## src/rtl/dtree_stream_pkg.sv

```systemverilog
// Shared types and helpers for the decision-tree stream wrapper.
// Holds the FSM state encoding, default widths and a saturating increment.
package dtree_stream_pkg;

  typedef enum logic [1:0] {
    IDLE   = 2'd0,
    SETTLE = 2'd1,
    HOLD   = 2'd2
  } state_t;

  localparam int DEF_FEAT_W  = 8;
  localparam int DEF_CLASS_W = 2;
  localparam int DEF_CNT_W   = 16;
  localparam int MAX_CNT_W   = 32;

  // Counters up to MAX_CNT_W bits wide; callers zero-extend in and truncate out.
  function automatic logic [MAX_CNT_W-1:0] sat_inc(input logic [MAX_CNT_W-1:0] val,
                                                   input int width);
    logic [MAX_CNT_W-1:0] max_val;
    max_val = (width >= MAX_CNT_W) ? '1 : ((MAX_CNT_W'(1) << width) - MAX_CNT_W'(1));
    return (val >= max_val) ? val : val + MAX_CNT_W'(1);
  endfunction

endpackage

```

## src/rtl/dtree_class_hist.sv

```systemverilog
// Per-class result histogram plus a running total, all saturating.
// Clear has priority over a same-cycle increment.
module dtree_class_hist
  import dtree_stream_pkg::*;
#(
  parameter int CLASS_W = DEF_CLASS_W,
  parameter int CNT_W   = DEF_CNT_W
) (
  input  logic               clk,
  input  logic               rst,
  input  logic               inc,
  input  logic [CLASS_W-1:0] cls,
  input  logic               clr,
  input  logic [CLASS_W-1:0] sel,
  output logic [CNT_W-1:0]   cnt,
  output logic [CNT_W-1:0]   total
);

  localparam int NBINS = 1 << CLASS_W;

  logic [CNT_W-1:0] bin_val [NBINS];
  logic [CNT_W-1:0] total_reg;

  generate
    for (genvar gi = 0; gi < NBINS; gi++) begin : g_bin
      logic [CNT_W-1:0] bin_reg;

      always_ff @(posedge clk) begin
        if (rst || clr) begin
          bin_reg <= '0;
        end else if (inc && (cls == CLASS_W'(gi))) begin
          bin_reg <= CNT_W'(sat_inc(MAX_CNT_W'(bin_reg), CNT_W));
        end
      end

      assign bin_val[gi] = bin_reg;
    end
  endgenerate

  always_ff @(posedge clk) begin
    if (rst || clr) begin
      total_reg <= '0;
    end else if (inc) begin
      total_reg <= CNT_W'(sat_inc(MAX_CNT_W'(total_reg), CNT_W));
    end
  end

  assign cnt   = bin_val[sel];
  assign total = total_reg;

endmodule

```

## src/rtl/dtree_stream_wrapper.sv

```systemverilog
// Valid/ready wrapper around an external combinational tree classifier:
// registers the feature, waits for the tree to settle, holds the class, and histograms results.
module dtree_stream_wrapper
  import dtree_stream_pkg::*;
#(
  parameter int FEAT_W        = DEF_FEAT_W,
  parameter int CLASS_W       = DEF_CLASS_W,
  parameter int SETTLE_CYCLES = 2,
  parameter int CNT_W         = DEF_CNT_W
) (
  input  logic               clk,
  input  logic               rst,
  input  logic               in_valid,
  output logic               in_ready,
  input  logic [FEAT_W-1:0]  in_data,
  output logic [FEAT_W-1:0]  feat_o,
  input  logic [CLASS_W-1:0] class_i,
  output logic               out_valid,
  input  logic               out_ready,
  output logic [CLASS_W-1:0] out_class,
  input  logic               hist_clr,
  input  logic [CLASS_W-1:0] hist_sel,
  output logic [CNT_W-1:0]   hist_cnt,
  output logic [CNT_W-1:0]   total_cnt
);

  localparam logic [7:0] SETTLE_LOAD = 8'(SETTLE_CYCLES - 1);

  state_t             state_reg, state_next;
  logic [7:0]         settle_reg, settle_next;
  logic [FEAT_W-1:0]  feat_reg, feat_next;
  logic [CLASS_W-1:0] class_reg, class_next;
  logic               out_hs;

  always_comb begin
    state_next  = state_reg;
    settle_next = settle_reg;
    feat_next   = feat_reg;
    class_next  = class_reg;
    in_ready    = 1'b0;
    out_valid   = 1'b0;

    case (state_reg)
      IDLE: begin
        in_ready = 1'b1;
      end
      SETTLE: begin
        if (settle_reg == 8'd0) begin
          class_next = class_i;
          state_next = HOLD;
        end else begin
          settle_next = settle_reg - 8'd1;
        end
      end
      HOLD: begin
        out_valid = 1'b1;
        in_ready  = out_ready;
        if (out_ready) begin
          state_next = IDLE;
        end
      end
      default: begin
        state_next = IDLE;
      end
    endcase

    // A new sample overrides the HOLD->IDLE exit, giving back-to-back flow.
    if (in_valid && in_ready) begin
      feat_next   = in_data;
      settle_next = SETTLE_LOAD;
      state_next  = SETTLE;
    end
  end

  always_ff @(posedge clk) begin
    if (rst) begin
      state_reg  <= IDLE;
      settle_reg <= 8'd0;
      feat_reg   <= '0;
      class_reg  <= '0;
    end else begin
      state_reg  <= state_next;
      settle_reg <= settle_next;
      feat_reg   <= feat_next;
      class_reg  <= class_next;
    end
  end

  assign out_hs    = out_valid && out_ready;
  assign feat_o    = feat_reg;
  assign out_class = class_reg;

  dtree_class_hist #(
    .CLASS_W(CLASS_W),
    .CNT_W  (CNT_W)
  ) u_hist (
    .clk  (clk),
    .rst  (rst),
    .inc  (out_hs),
    .cls  (class_reg),
    .clr  (hist_clr),
    .sel  (hist_sel),
    .cnt  (hist_cnt),
    .total(total_cnt)
  );

endmodule

```

## config.mk

```make
export PLATFORM = sky130hd
export DESIGN_NAME = dtree_stream_wrapper
export DESIGN_NICKNAME = d
export VERILOG_FILES = /design/src/rtl/dtree_stream_pkg.sv /design/src/rtl/dtree_class_hist.sv /design/src/rtl/dtree_stream_wrapper.sv
export SDC_FILE = /design/constraint.sdc
export NUM_CORES = 1
export LEC_CHECK = 0
export ABC_AREA = 1
export CAP_MARGIN = 0
export CELL_PAD_IN_SITES_DETAIL_PLACEMENT = 1
export CELL_PAD_IN_SITES_GLOBAL_PLACEMENT = 1
export CORE_AREA = 2 2 104 146
export CTS_CLUSTER_SIZE = 24
export DETAILED_ROUTE_END_ITERATION = 8
export DIE_AREA = 0 0 106 148
export PLACE_DENSITY = 0.81
export SYNTH_ARGS = -nofsm -noshare
export SYNTH_HDL_FRONTEND = slang
export SYNTH_SLANG_ARGS = --single-unit
```

## constraint.sdc

```tcl
create_clock -name clk -period 4.6 [get_ports clk]
set_input_delay 0.69 -clock clk [delete_from_list [all_inputs] [get_ports clk]]
set_output_delay 0.69 -clock clk [all_outputs]
set_load 0.02 [all_outputs]
```

==> flow_summary.toml <==
[yosys]
synthesis.nets = 998
synthTopCellsByCount = "nand2_1, nor2_1, dfxtp_1, a21oi_1, inv_1"
synth-seq-cells = 100
synth_edf_count = 0
syn_area_per_cell_um2 = 6.214
synth.most_common_cell = "nand2_1"
yosysSeqAreaShare_pct = 33.08
synth_cell_type_count = 33
syn_area_um2 = 6052
ys_async_sr_fraction_pct = 0
yosysTopAreaCellShare_pct = 33.08
ys_warn_count = 0
syn_inst = 974
synth-main-ff-cell = "dfxtp_1"
synthTopCellsByArea = "dfxtp_1, nand2_1, nor2_1"
synth_top_area_cell = "dfxtp_1"

[sta]
period_share_pct = 80.37
worst_slew_pin_slew_ns = 0.8907
min_period_ns = 3.697
finalSetupViolations = 0
fmax_mhz = 270.5
slew_viol_final = 0
tns_ns = 0
slew_headroom_pct = 40.22
whs_ns = 0.4650
skew_ns = 0.005068
rsz0062_at_grt = "no"
hold_viol_final = 0

[worst_setup_path]
worst_setup_path_end_kind = "output pin"
arrival_ns = 3.01
cp.buffers_inverters = 5
path_delay_family = "buffers and inverters"
criticalPathCategory = "in -> out"
cp_max_fo = 26
crit_chain = "clkdlybuf4s50_1 > buf_4 > inv_1 > buf_4 > o21ai_0 > a21oi_1 > a21oi_1 > clkdlybuf4s50_1"
critPathLaunchType = "primary input"
required_ns = 3.91
critPathMaxStageDelay_ns = 0.62
cp_slowest_cell = "clkdlybuf4s50_1"

[drt]
antenna_left = 0
wl_um = 18410
drc_errors = 0
num_vias = 6262
vias_per_cell = 5.171
dr.pass1.iters = 4
first_iter_violations = 253
wl_per_cell_um = 15.21

[die]
dieArea_um2 = 15690
rows = 52
die_w_um = 106
io_pins = 61
initial_utilization_pct = 42.09
die_y_um = 148
core_area_um2 = 14380

[global_route]
grt.overflow.total = 0
grt_pass1_wl_um = 30530
first_global_vias = 6267
grtUsageTotal_pct = 24.25
grt_max_degree = 43
antenna_found_initial = 0

[clock_network]
ctsHoldBuffers = 0
clk_pin_slew_worst_paths_ns = 0.07
cts_root_buffer = "clkbuf_16"
cts_tree = "yes"
cts_sinks = 100
cts_setup_buffers = 0
cts_htree_levels = 3
clock_latency_ns = 0.36
clockBufferDepth = 2
cts-resized-gates = 0
cts_made_buffers = 9

[final_layout]
final_util_pct = 49.18
regArea_um2 = 2002
largest_reg_flops = 64
fillers = 1969
drive_above_1_share_pct = 4.795
multi_input_area_um2 = 3547
syn2layout_area_growth_pct = 16.85
diodes = 0
final_nets = 1041

[power_and_ir_drop]
power.density_nw_per_um2 = 285.4
p_total_w = 0.002019
leakagePower_nw = 2.442
peakVddDrop_mv = 0.1646

[run]
maxCapViolCount = 0

[min_path]
min_path_type = "reg -> reg"

[place]
dpl.hpwl_um = 13680
io_buffers = 60
gp_congestion = 0.8338

[status]
outcome = "complete, no violations"
[power breakdown]
part	internal, W	switching, W	total, W
Combinational	0.0000971	0.000157	0.000254
Sequential	0.000881	0.0000148	0.000896
Clock	0.000488	0.000380	0.000868
Total	0.00147	0.000552	0.00202
[cells in the final DEF (no fill, tap or decap), types with 2 or more instances in the layout]
cell             netlist  routed
o21ai_0               49      49
dfxtp_1              100     100
nand2_4                2       2
nor3_1                 8       8
nand3_1               46      46
nand2_1              324     324
a21oi_1               98      98
inv_1                 77      76
nor2_1               133     132
buf_4                  1       5
bufinv_16              0       2
nand3b_1               2       2
ha_1                   7       7
clkbuf_16              0       9
o21ai_1                2       2
nor2_4                 7       7
nor2_2                 5       6
nor3b_1                2       2
o21ai_4                2       2
nand2_2                2       2
xnor2_1               18      18
nand4_1               19      19
o22ai_1                9       9
inv_2                  7       8
xor2_1                17      17
clkdlybuf4s50_1        0      60
inv_8                  0       2
[final cells by class]
class / count / area share (%)
Multi-Input combinational cell: 757 / 50.16
Sequential cell: 100 / 28.31
Timing Repair Buffer: 65 / 9.023
Inverter: 84 / 4.459
Tap cell: 189 / 3.344
Clock buffer: 9 / 3.185
Clock inverter: 7 / 1.522
[per-stage QoR]
stage	setup slack [ns]	instance area (um2)	cells
after floorplan	2.149	6052	974
after global placement	0.9642	6739	1195
after detailed placement	0.9020	6739	1195
after CTS	0.8889	7072	1211
after global routing	0.7147	7072	1211
final	0.9031	7072	1211
[final timing paths]
kind	start	to	slack [ns]	cells past startpoint
setup / recovery	hist_sel[0]	hist_cnt[0]	0.90	8
hold reg to reg	feat_o[3]	feat_o[3]	0.46	2
setup reg to reg	u_hist.total[0]	u_hist.total[1]	2.35	8
hold / removal	feat_o[3]	feat_o[3]	0.46	2
[per-layer routing]
metal	wire length [um]	global-route usage (%)	share of wire [%]
met4	197	7.500	1.1
met5	0	0	0
met3	610	2.249	3.3
met1	7745	28.08	42
met2	9861	46.42	54
[cells by family after synthesis]
kind of cell / Yosys count / share of synthesized area (%)
DFF: 100 / 33.08
buffers and inverters: 117 / 8.352
AOI/OAI and AO/OA: 161 / 13.91
adders and majority gates: 7 / 1.447
and+or+nand+nor: 554 / 38.14
xor gates and xnor gates: 35 / 5.065
[worst min-delay path, stage by stage, from the launching register on]
cell and delay, ns:
dfxtp_1 0.31, nand2_1 0.06, a21oi_1 0.05
No activity file was read; power rests on OpenSTA's default activity.
